--- src/rtl/router_register_pkg.sv ---
// Shared router constants: byte width and the reserved destination address.
package router_register_pkg;
    localparam int         ROUTER_DW    = 8;
    localparam logic [1:0] ADDR_INVALID = 2'b11;
endpackage

--- src/rtl/router_register.sv ---
// Router datapath stage: header latch, byte path to FIFO, XOR parity check, FSM status flags.
// Latency 1 clk din->dout; on fifo_full the byte parks in ffs_byte and is replayed in LOAD_AFTER_FULL.
module router_register
    import router_register_pkg::*;
#(
    parameter int DW = ROUTER_DW
) (
    input  logic          clk,
    input  logic          rst,
    input  logic          pkt_valid,
    input  logic [DW-1:0] din,
    input  logic          fifo_full,
    input  logic          detect_add,
    input  logic          ld_state,
    input  logic          laf_state,
    input  logic          full_state,
    input  logic          lfd_state,
    input  logic          rst_int_reg,
    output logic          error,
    output logic          parity_done,
    output logic          low_pkt_valid,
    output logic [DW-1:0] dout
);

    logic [DW-1:0] dout_q, dout_d;
    logic [DW-1:0] header_byte_q, header_byte_d;
    logic [DW-1:0] ffs_byte_q, ffs_byte_d;
    logic [DW-1:0] int_parity_q, int_parity_d;
    logic [DW-1:0] pkt_parity_q, pkt_parity_d;
    logic          parity_done_q, parity_done_d;
    logic          low_pkt_valid_q, low_pkt_valid_d;
    logic          error_q, error_d;

    // Byte path: header latch, FIFO output byte, and the byte held aside while full
    always_comb begin
        dout_d        = dout_q;
        header_byte_d = header_byte_q;
        ffs_byte_d    = ffs_byte_q;
        if (detect_add && pkt_valid && (din[1:0] != ADDR_INVALID)) begin
            header_byte_d = din;
        end
        if (lfd_state) begin
            dout_d = header_byte_q;
        end else if (ld_state && !fifo_full) begin
            dout_d = din;
        end else if (ld_state && fifo_full) begin
            ffs_byte_d = din;
        end else if (laf_state) begin
            dout_d = ffs_byte_q;
        end
    end

    always_comb begin
        int_parity_d = int_parity_q;
        pkt_parity_d = pkt_parity_q;
        if (detect_add) begin
            int_parity_d = '0;
            pkt_parity_d = '0;
        end else begin
            if (lfd_state && pkt_valid) begin
                int_parity_d = int_parity_q ^ header_byte_q;
            end else if (ld_state && pkt_valid && !full_state) begin
                int_parity_d = int_parity_q ^ din;
            end
            if (ld_state && !pkt_valid && !fifo_full) begin
                pkt_parity_d = din;
            end
        end
    end

    // Status flags; error compares against the parity byte one cycle after it lands
    always_comb begin
        parity_done_d   = parity_done_q;
        low_pkt_valid_d = low_pkt_valid_q;
        error_d         = error_q;
        if (detect_add) begin
            parity_done_d = 1'b0;
            error_d       = 1'b0;
        end else begin
            if ((ld_state && !fifo_full && !pkt_valid) ||
                (laf_state && low_pkt_valid_q && !parity_done_q)) begin
                parity_done_d = 1'b1;
            end
            if (parity_done_q) begin
                error_d = (int_parity_q != pkt_parity_q);
            end
        end
        if (rst_int_reg) begin
            low_pkt_valid_d = 1'b0;
        end else if (ld_state && !pkt_valid) begin
            low_pkt_valid_d = 1'b1;
        end
    end

    always_ff @(posedge clk) begin
        if (rst) begin
            dout_q        <= '0;
            header_byte_q <= '0;
            ffs_byte_q    <= '0;
        end else begin
            dout_q        <= dout_d;
            header_byte_q <= header_byte_d;
            ffs_byte_q    <= ffs_byte_d;
        end
    end

    always_ff @(posedge clk) begin
        if (rst) begin
            int_parity_q <= '0;
            pkt_parity_q <= '0;
        end else begin
            int_parity_q <= int_parity_d;
            pkt_parity_q <= pkt_parity_d;
        end
    end

    always_ff @(posedge clk) begin
        if (rst) begin
            parity_done_q   <= 1'b0;
            low_pkt_valid_q <= 1'b0;
            error_q         <= 1'b0;
        end else begin
            parity_done_q   <= parity_done_d;
            low_pkt_valid_q <= low_pkt_valid_d;
            error_q         <= error_d;
        end
    end

    assign dout          = dout_q;
    assign parity_done   = parity_done_q;
    assign low_pkt_valid = low_pkt_valid_q;
    assign error         = error_q;

endmodule

--- config.mk ---
export PLATFORM = sky130hd
export DESIGN_NAME = router_register
export DESIGN_NICKNAME = d
export VERILOG_FILES = /design/src/rtl/router_register_pkg.sv /design/src/rtl/router_register.sv
export SDC_FILE = /design/constraint.sdc
export NUM_CORES = 1
export LEC_CHECK = 0
export CAP_MARGIN = 20
export CORE_MARGIN = 3
export CORE_UTILIZATION = 34
export DETAILED_ROUTE_END_ITERATION = 10
export DONT_BUFFER_PORTS = 1
export PLACE_DENSITY = 0.51
export SETUP_SLACK_MARGIN = 0.2
export SYNTH_ARGS = -nofsm -noshare
export SYNTH_HDL_FRONTEND = slang
export SYNTH_SLANG_ARGS = --single-unit
--- constraint.sdc ---
create_clock -name clk -period 3.25 [get_ports clk]
set_input_delay 0.975 -clock clk [delete_from_list [all_inputs] [get_ports clk]]
set_output_delay 0.975 -clock clk [all_outputs]
set_load 0.02 [all_outputs]
==> impl_results.md, run 1 <==
- Vias/cell: 5.114
- DP HPWL: 2.997 mm
- # diodes: 0
- Via count: 1345
- Slowest library cell on the worst path: and2_1
- Crit share post-route: 65.14%
- Flops & latches, synth: 43
- Clock buffer depth: 2
- Delay-heaviest family, CP: simple AND/OR/NAND/NOR gates
- Max Cap Viol: 0
- Crit path to: pkt_parity_q[2]
- Fin area: 2028 um^2
- Maximum VDD drop: 143.9 uV
- Pwr Total: 979.8 uW
- Crit Path Class: primary input to register
- Post-CTS sizing: 0
- Site Rows: 26
- Status: finished, final reports clean
- Initial Util: 36.28%
- Leakage: 0.0008585 uW
- Largest net degree at the start of global routing: 21
- Yosys warns: 0
- Number of global-route vias before repair: 1395
- Pint: 734.8 uW
- Worst relative slew slack: 49.41%
- DRC violation count after routing: 0
- Core box area: 5270 um^2
- Synth Cell Area: 1912 um^2
- CP Capture Type: register
- Seq/Total Area, Yosys: 45.03%
- Gate count after technology mapping: just under 200
- Share of layout cells above drive strength 1: 10.36%
- Synth cell types: 31
- Seq pwr share: 57.3%
- Syn_area_per_cell: 9.855 um^2
- Setup TNS: 0 ns
- Setup violations, final: 0
- CP startpoint: fifo_full
- Port Buffer Count: 0
- Sw power: 245.0 uW
- Max incr delay on CP: roughly 0.53 ns
- Syn_nets: 212
- Worst Hold Class: register to register
- Max-slew violations: 0
- Reg2reg path depth: 4
- Kind of start point of the critical path: primary input
- Net count, final: between 200 and 250
- Slew @ Worst Pin: roughly 0.75 ns
- Post-CTS Setup Repair Bufs: 0
- Layout Skew: 0.005426 ns
- Gp weighted congestion: 0.6936
- Drt wl/cell: 15.11 um
- Cts bufs inserted: 5
- Die width: 80.99 um
- DIE AREA: 6559 um^2
- Clock share of power: 34.2%
- Buf+Inv Stages, Crit Path: 0
- Die Span Y: 80.99 um
- Clock sinks: 43
- Hold slack: 0.5001 ns
- Filler cells: around 570
- Clock Pin Slew Worst Setup and Hold Paths: 0.08 ns
- Multi-input gate area: 987.2 um^2
- Hold buffers post-CTS: 0
- Worst path cell trace: and2b_1 -> and2_1 -> mux2i_1 -> nor2_1
- Area Overhead vs Synth: 6.087%
- Ports: 29
- Worst r2r src: int_parity_q[0]
- Most common cell after layout, fill and taps aside: dfxtp_1
- Crit-path max FO: 11
- PwrDens: roughly 480 nW/um^2
- Period minus WS final: 2.117 ns
- CTS tree: yes
- DP Area: 1943 um^2
- Max Clock Freq: roughly 0.47 GHz
- DRT Pass-1 Iters: 4
- R2R Setup Slk: 2.14 ns
- Clk_lat worst skew: about 0.29 ns
- Final count of hold timing violations: 0
- All-Layer GR Usage: 13.55%
- CTS root buffer: clkbuf_8
- CP Depth: 4
- Max H-tree Level: 2
- Final antenna-violating net count: 0
- WP data arrival: 2.29 ns
- WL final: 3.975 mm
- CP required: approximately 3.4 ns
- Switching Fraction: 25.01%
- Overflow after GRT: 0
- Worst R2R End: error
- RSZ-0062 raised after global routing: no
- Reg area: 860.8 um^2
- Initial antenna violation count: 0
- Initial drt markers: 90
- Comb power frac: 8.6%
- Commonest cells after routing, fill and taps aside: 43 x dfxtp_1, 40 x mux2i_1, 25 x nor2_1
- Global-route wire length before repair: 6.727 mm
per-layer routing:
| layer | global-route usage, % | part of all wire (%) |
|---|---|---|
| met2 | 22.99 | 48 |
| met3 | 3.769 | 7.1 |
| met1 | 15.84 | 43 |
| met4 | 6.081 | 1.7 |
| met5 | 0 | 0 |
state kept, by name, indices dropped and copies added (netlist names):
signal	flops
dout	8
error	1
ffs_byte_q	8
header_byte_q	8
int_parity_q	8
low_pkt_valid	1
parity_done	1
pkt_parity_q	8
synthesized netlist by cell type (all sizes together):
library cell	number	share of area, %
dfxtp	43	45
mux2i	40	21
nor2	25	4.9
o21ai	17	4.6
nand2	10	2.1
a21oi	9	2.4
mux2	8	4.7
or3	8	2.6
buf	5	2.2
xnor2	5	2.3
clkbuf	4	0.79
xor2	3	1.4
inv	2	0.39
nor2b	2	0.65
nor4	2	0.98
a211oi	1	0.39
a31oi	1	0.33
and2	1	0.33
and2b	1	0.39
nand3	1	0.26
nand3b	1	0.39
nand4	1	0.33
nor3	1	0.26
o21bai	1	0.39
o31ai	1	0.65
or2	1	0.33
final cells by class:
type,instances,share of cell area (%)
clock inverter,2,0.6169
clock buffer,6,3.578
tap,70,4.318
sequential,43,42.44
multi-input combinational,140,48.67
inverter,2,0.3701
tightest hold or removal path, cell delays in order (launching register included):
cell,delay [ns]
dfxtp_1,0.33
o21ai_0,0.07
a21oi_1,0.06
kinds of logic (layout without fill, tap and decap cells):
kind of cell / count (synthesis) / count (layout) / synth area share, %
AO/OA/AOI/OAI: 30 / 30 / 8.770
XOR/XNOR: 8 / 8 / 3.665
buffers and inverters: 11 / 10 / 3.338
flip-flops: 43 / 43 / 45.03
multiplexers: 48 / 48 / 25.65
AND/OR/NAND/NOR: 54 / 54 / 13.55
how the worst min path moves through the flow:
stage	from	end	depth (start not counted)
finish	int_parity_q[0]	int_parity_q[0]	2
global route	int_parity_q[5]	int_parity_q[5]	2
CTS	ffs_byte_q[5]	ffs_byte_q[5]	2
detailed placement	ffs_byte_q[5]	ffs_byte_q[5]	2
global placement	ffs_byte_q[0]	ffs_byte_q[0]	2
floorplan	ffs_byte_q[0]	ffs_byte_q[0]	2
through the flow:
step	utilization (%)	setup slack, ns	instances
detailed placement	36.87	0.8072	255
finish	38.49	1.133	263
CTS	38.49	1.125	263
floorplan	-	1.240	194
global route	38.49	1.023	263
global placement	36.87	0.8735	255
power by group through the flow:
stage               sequential, uW  clock [uW]  combinational (uW)
floorplan                      570           0                80.6
global placement               573           0                82.0
finish                         561         335                84.0
CTS                            562         348                85.1
detailed placement             574           0                84.6
global route                   564         377                94.6
No activity file was read; power rests on OpenSTA's default activity.
==> run 2, diff against run 1 <==
--- a/config.mk
+++ b/config.mk
@@ -10,7 +10,7 @@
 export CORE_UTILIZATION = 34
 export DETAILED_ROUTE_END_ITERATION = 10
 export DONT_BUFFER_PORTS = 1
-export PLACE_DENSITY = 0.51
+export PLACE_DENSITY = 0.53
 export SETUP_SLACK_MARGIN = 0.2
 export SYNTH_ARGS = -nofsm -noshare
 export SYNTH_HDL_FRONTEND = slang
==> constraint.sdc (replaced) <==
create_clock -name clk -period 1.82 [get_ports clk]
set_input_delay 0.546 -clock clk [delete_from_list [all_inputs] [get_ports clk]]
set_output_delay 0.546 -clock clk [all_outputs]
set_load 0.02 [all_outputs]
==> impl_results.md, run 2 (synthesis gave the netlist of run 1 again) <==
- Slew @ Worst Pin: 0.5162 ns (was 0.7526 ns)
- DIE AREA: 6559 um^2 (unchanged)
- Clock Pin Slew Worst Setup and Hold Paths: 0.08 ns (about the same)
- Switching Fraction: 23.89% (was 25.01%)
- Seq pwr share: 57.6% (was 57.3%)
- Clk_lat worst skew: 0.29 ns (about the same)
- Final count of hold timing violations: 0 (unchanged)
- Most Used Layer, Global Route: met2 (unchanged)
- Max Cap Viol: 0 (unchanged)
- Port Buffer Count: 0 (unchanged)
- Met1 usage: 16.82% (was 15.84%)
- Filler cells: 537 (was 572)
- Post-CTS Setup Repair Bufs: 0 (unchanged)
- Area Overhead vs Synth: 8.901% (was 6.087%)
- Ports: 29 (unchanged)
- Hold buffers post-CTS: 0 (unchanged)
- Max H-tree Level: 2 (unchanged)
- DP HPWL: 2.776 mm (was 2.997 mm)
- GR met2 Demand/Resource: 18.80% (was 22.99%)
- Via count: 1305 (was 1345)
- Most common cell after layout, fill and taps aside: dfxtp_1 (unchanged)
- Die Span Y: 80.99 um (unchanged)
- Crit Path Class: primary input to register (unchanged)
- Max-slew violations: 0 (unchanged)
- Comb power frac: 9.3% (was 8.6%)
- Hold slack: 0.3238 ns (was 0.5001 ns)
- Max incr delay on CP: 0.43 ns (was 0.53 ns)
- Crit share post-route: 78.94%
- CP Capture Type: register (unchanged)
- Pint: 1323 uW (was 734.8 uW)
- WP data arrival: 1.61 ns (was 2.29 ns)
- Die width: 80.99 um (unchanged)
- CTS root buffer: clkbuf_8 (unchanged)
- DRT Pass-1 Iters: 4 (unchanged)
- Final antenna-violating net count: 0 (unchanged)
- Worst path cell trace: and2b_1 -> and2_1 -> buf_12 -> mux2i_1 -> nor2_1 (was and2b_1 -> and2_1 -> mux2i_1 -> nor2_1)
- Worst relative slew slack: 65.58% (was 49.41%)
- DRC violation count after routing: 0 (unchanged)
- Post-CTS sizing: 0 (unchanged)
- Share of layout cells above drive strength 1: 12.56% (was 10.36%)
- Min-delay src: rst (was int_parity_q[0])
- Slowest library cell on the worst path: and2b_1 (was and2_1)
- Status: finished, final reports clean (unchanged)
- Setup TNS: 0 ns (unchanged)
- Clock share of power: 33.1% (was 34.2%)
- CP required: 1.99 ns (was 3.43 ns)
- Clock buffer depth: 2 (unchanged)
- Kind of start point of the critical path: primary input (unchanged)
- Global-route wire length before repair: 6.279 mm (was 6.727 mm)
- RSZ-0062 raised after global routing: no (unchanged)
- Site Rows: 26 (unchanged)
- Maximum VDD drop: 497.5 uV (was 143.9 uV)
- Max Clock Freq: 0.6960 GHz
- Utilization after layout: 39.51% (was 38.49%)
- Period minus WS final: 1.437 ns
- Overflow after GRT: 0 (unchanged)
- Commonest cells after routing, fill and taps aside: 43 x dfxtp_1, 40 x mux2i_1, 25 x nor2_1 (unchanged)
- GR Layer Usage met3: 4.102% (was 3.769%)
- Initial Util: 36.28% (unchanged)
- Sw power: 415.3 uW (was 245.0 uW)
- Setup violations, final: 0 (unchanged)
- Number of global-route vias before repair: 1293 (was 1395)
- Largest net degree at the start of global routing: 21 (unchanged)
- Cts bufs inserted: 5 (unchanged)
- Vias/cell: 4.851 (was 5.114)
- Core box area: 5270 um^2 (unchanged)
- All-Layer GR Usage: 12.42% (was 13.55%)
- CTS tree: yes (unchanged)
- Crit-path max FO: 10 (was 11)
- Drt wl/cell: 14.25 um (was 15.11 um)
- Initial drt markers: 46 (was 90)
- Initial antenna violation count: 0 (unchanged)
- Layout Skew: 0.005607 ns (was 0.005426 ns)
- # diodes: 0 (unchanged)
- Worst Hold Class: primary input to register (was register to register)
- Clock sinks: 43 (unchanged)
- Gp weighted congestion: 0.7132 (was 0.6936)
- CP startpoint: fifo_full (unchanged)
- Leakage: 0.0008917 uW (was 0.0008585 uW)
- WL final: 3.832 mm (was 3.975 mm)
- Worst r2r src: int_parity_q[6] (was int_parity_q[0])
- Net count, final: 216 (was 210)
- PwrDens: 835.0 nW/um^2 (was 483.1 nW/um^2)
[run 2: cell count changes in the layout (fill, tap and decap cells not counted), sizes merged]
cell | previous run | this run
buf | 0 | 6
clkbuf | 6 | 7
clkinvlp | 1 | 0
[run 2: power groups by stage]
stage	Sequential, uW	Combinational, uW	Clock [uW]
4_1_cts	1000	164	599
3_5_place_dp	1020	164	0
5_1_grt	1010	183	638
6_report	1000	162	575
2_1_floorplan	1020	144	0
3_3_place_gp	1020	162	0
[run 2: per-layer routing]
| metal | up-vias | wire, um |
|---|---|---|
| li1 | 681 | - |
| met1 | 591 | 1908 |
| met2 | 31 | 1668 |
| met3 | 2 | 246 |
| met4 | 0 | 8 |
| met5 | - | 0 |
[run 2: per-stage QoR]
stage	total power, uW	setup slack (ns)	cells	area (um^2)
CTS	1765	0.3671	269	2082
finish	1738	0.3833	269	2082
global placement	1186	0.06489	261	2001
floorplan	1162	0.2393	194	1912
detailed placement	1188	0.04517	261	2001
global route	1826	0.2891	269	2082
[run 2: critical path: cells and delay by family]
kind,cells,cell delay (ns)
simple gates,3,0.72
mux,1,0.19
buf+inv,1,0.15
[run 2: cell type report]
| type | instances | area [um^2] | area share, % |
|---|---|---|---|
| tap | 70 | 87.58 | 4.207 |
| sequential | 43 | 860.8 | 41.35 |
| timing repair buffer | 6 | 57.56 | 2.764 |
| multi-input combinational | 140 | 987.2 | 47.42 |
| clock inverter | 1 | 5.005 | 0.2404 |
| clock buffer | 7 | 76.32 | 3.666 |
| inverter | 2 | 7.507 | 0.3606 |
[run 2: final timing paths]
check	to	slack (ns)	depth (start not counted)
min	ffs_byte_q[3]	0.32	1
min reg2reg	ffs_byte_q[4]	0.50	2
max	pkt_parity_q[7]	0.38	5
max reg2reg	error	0.69	4
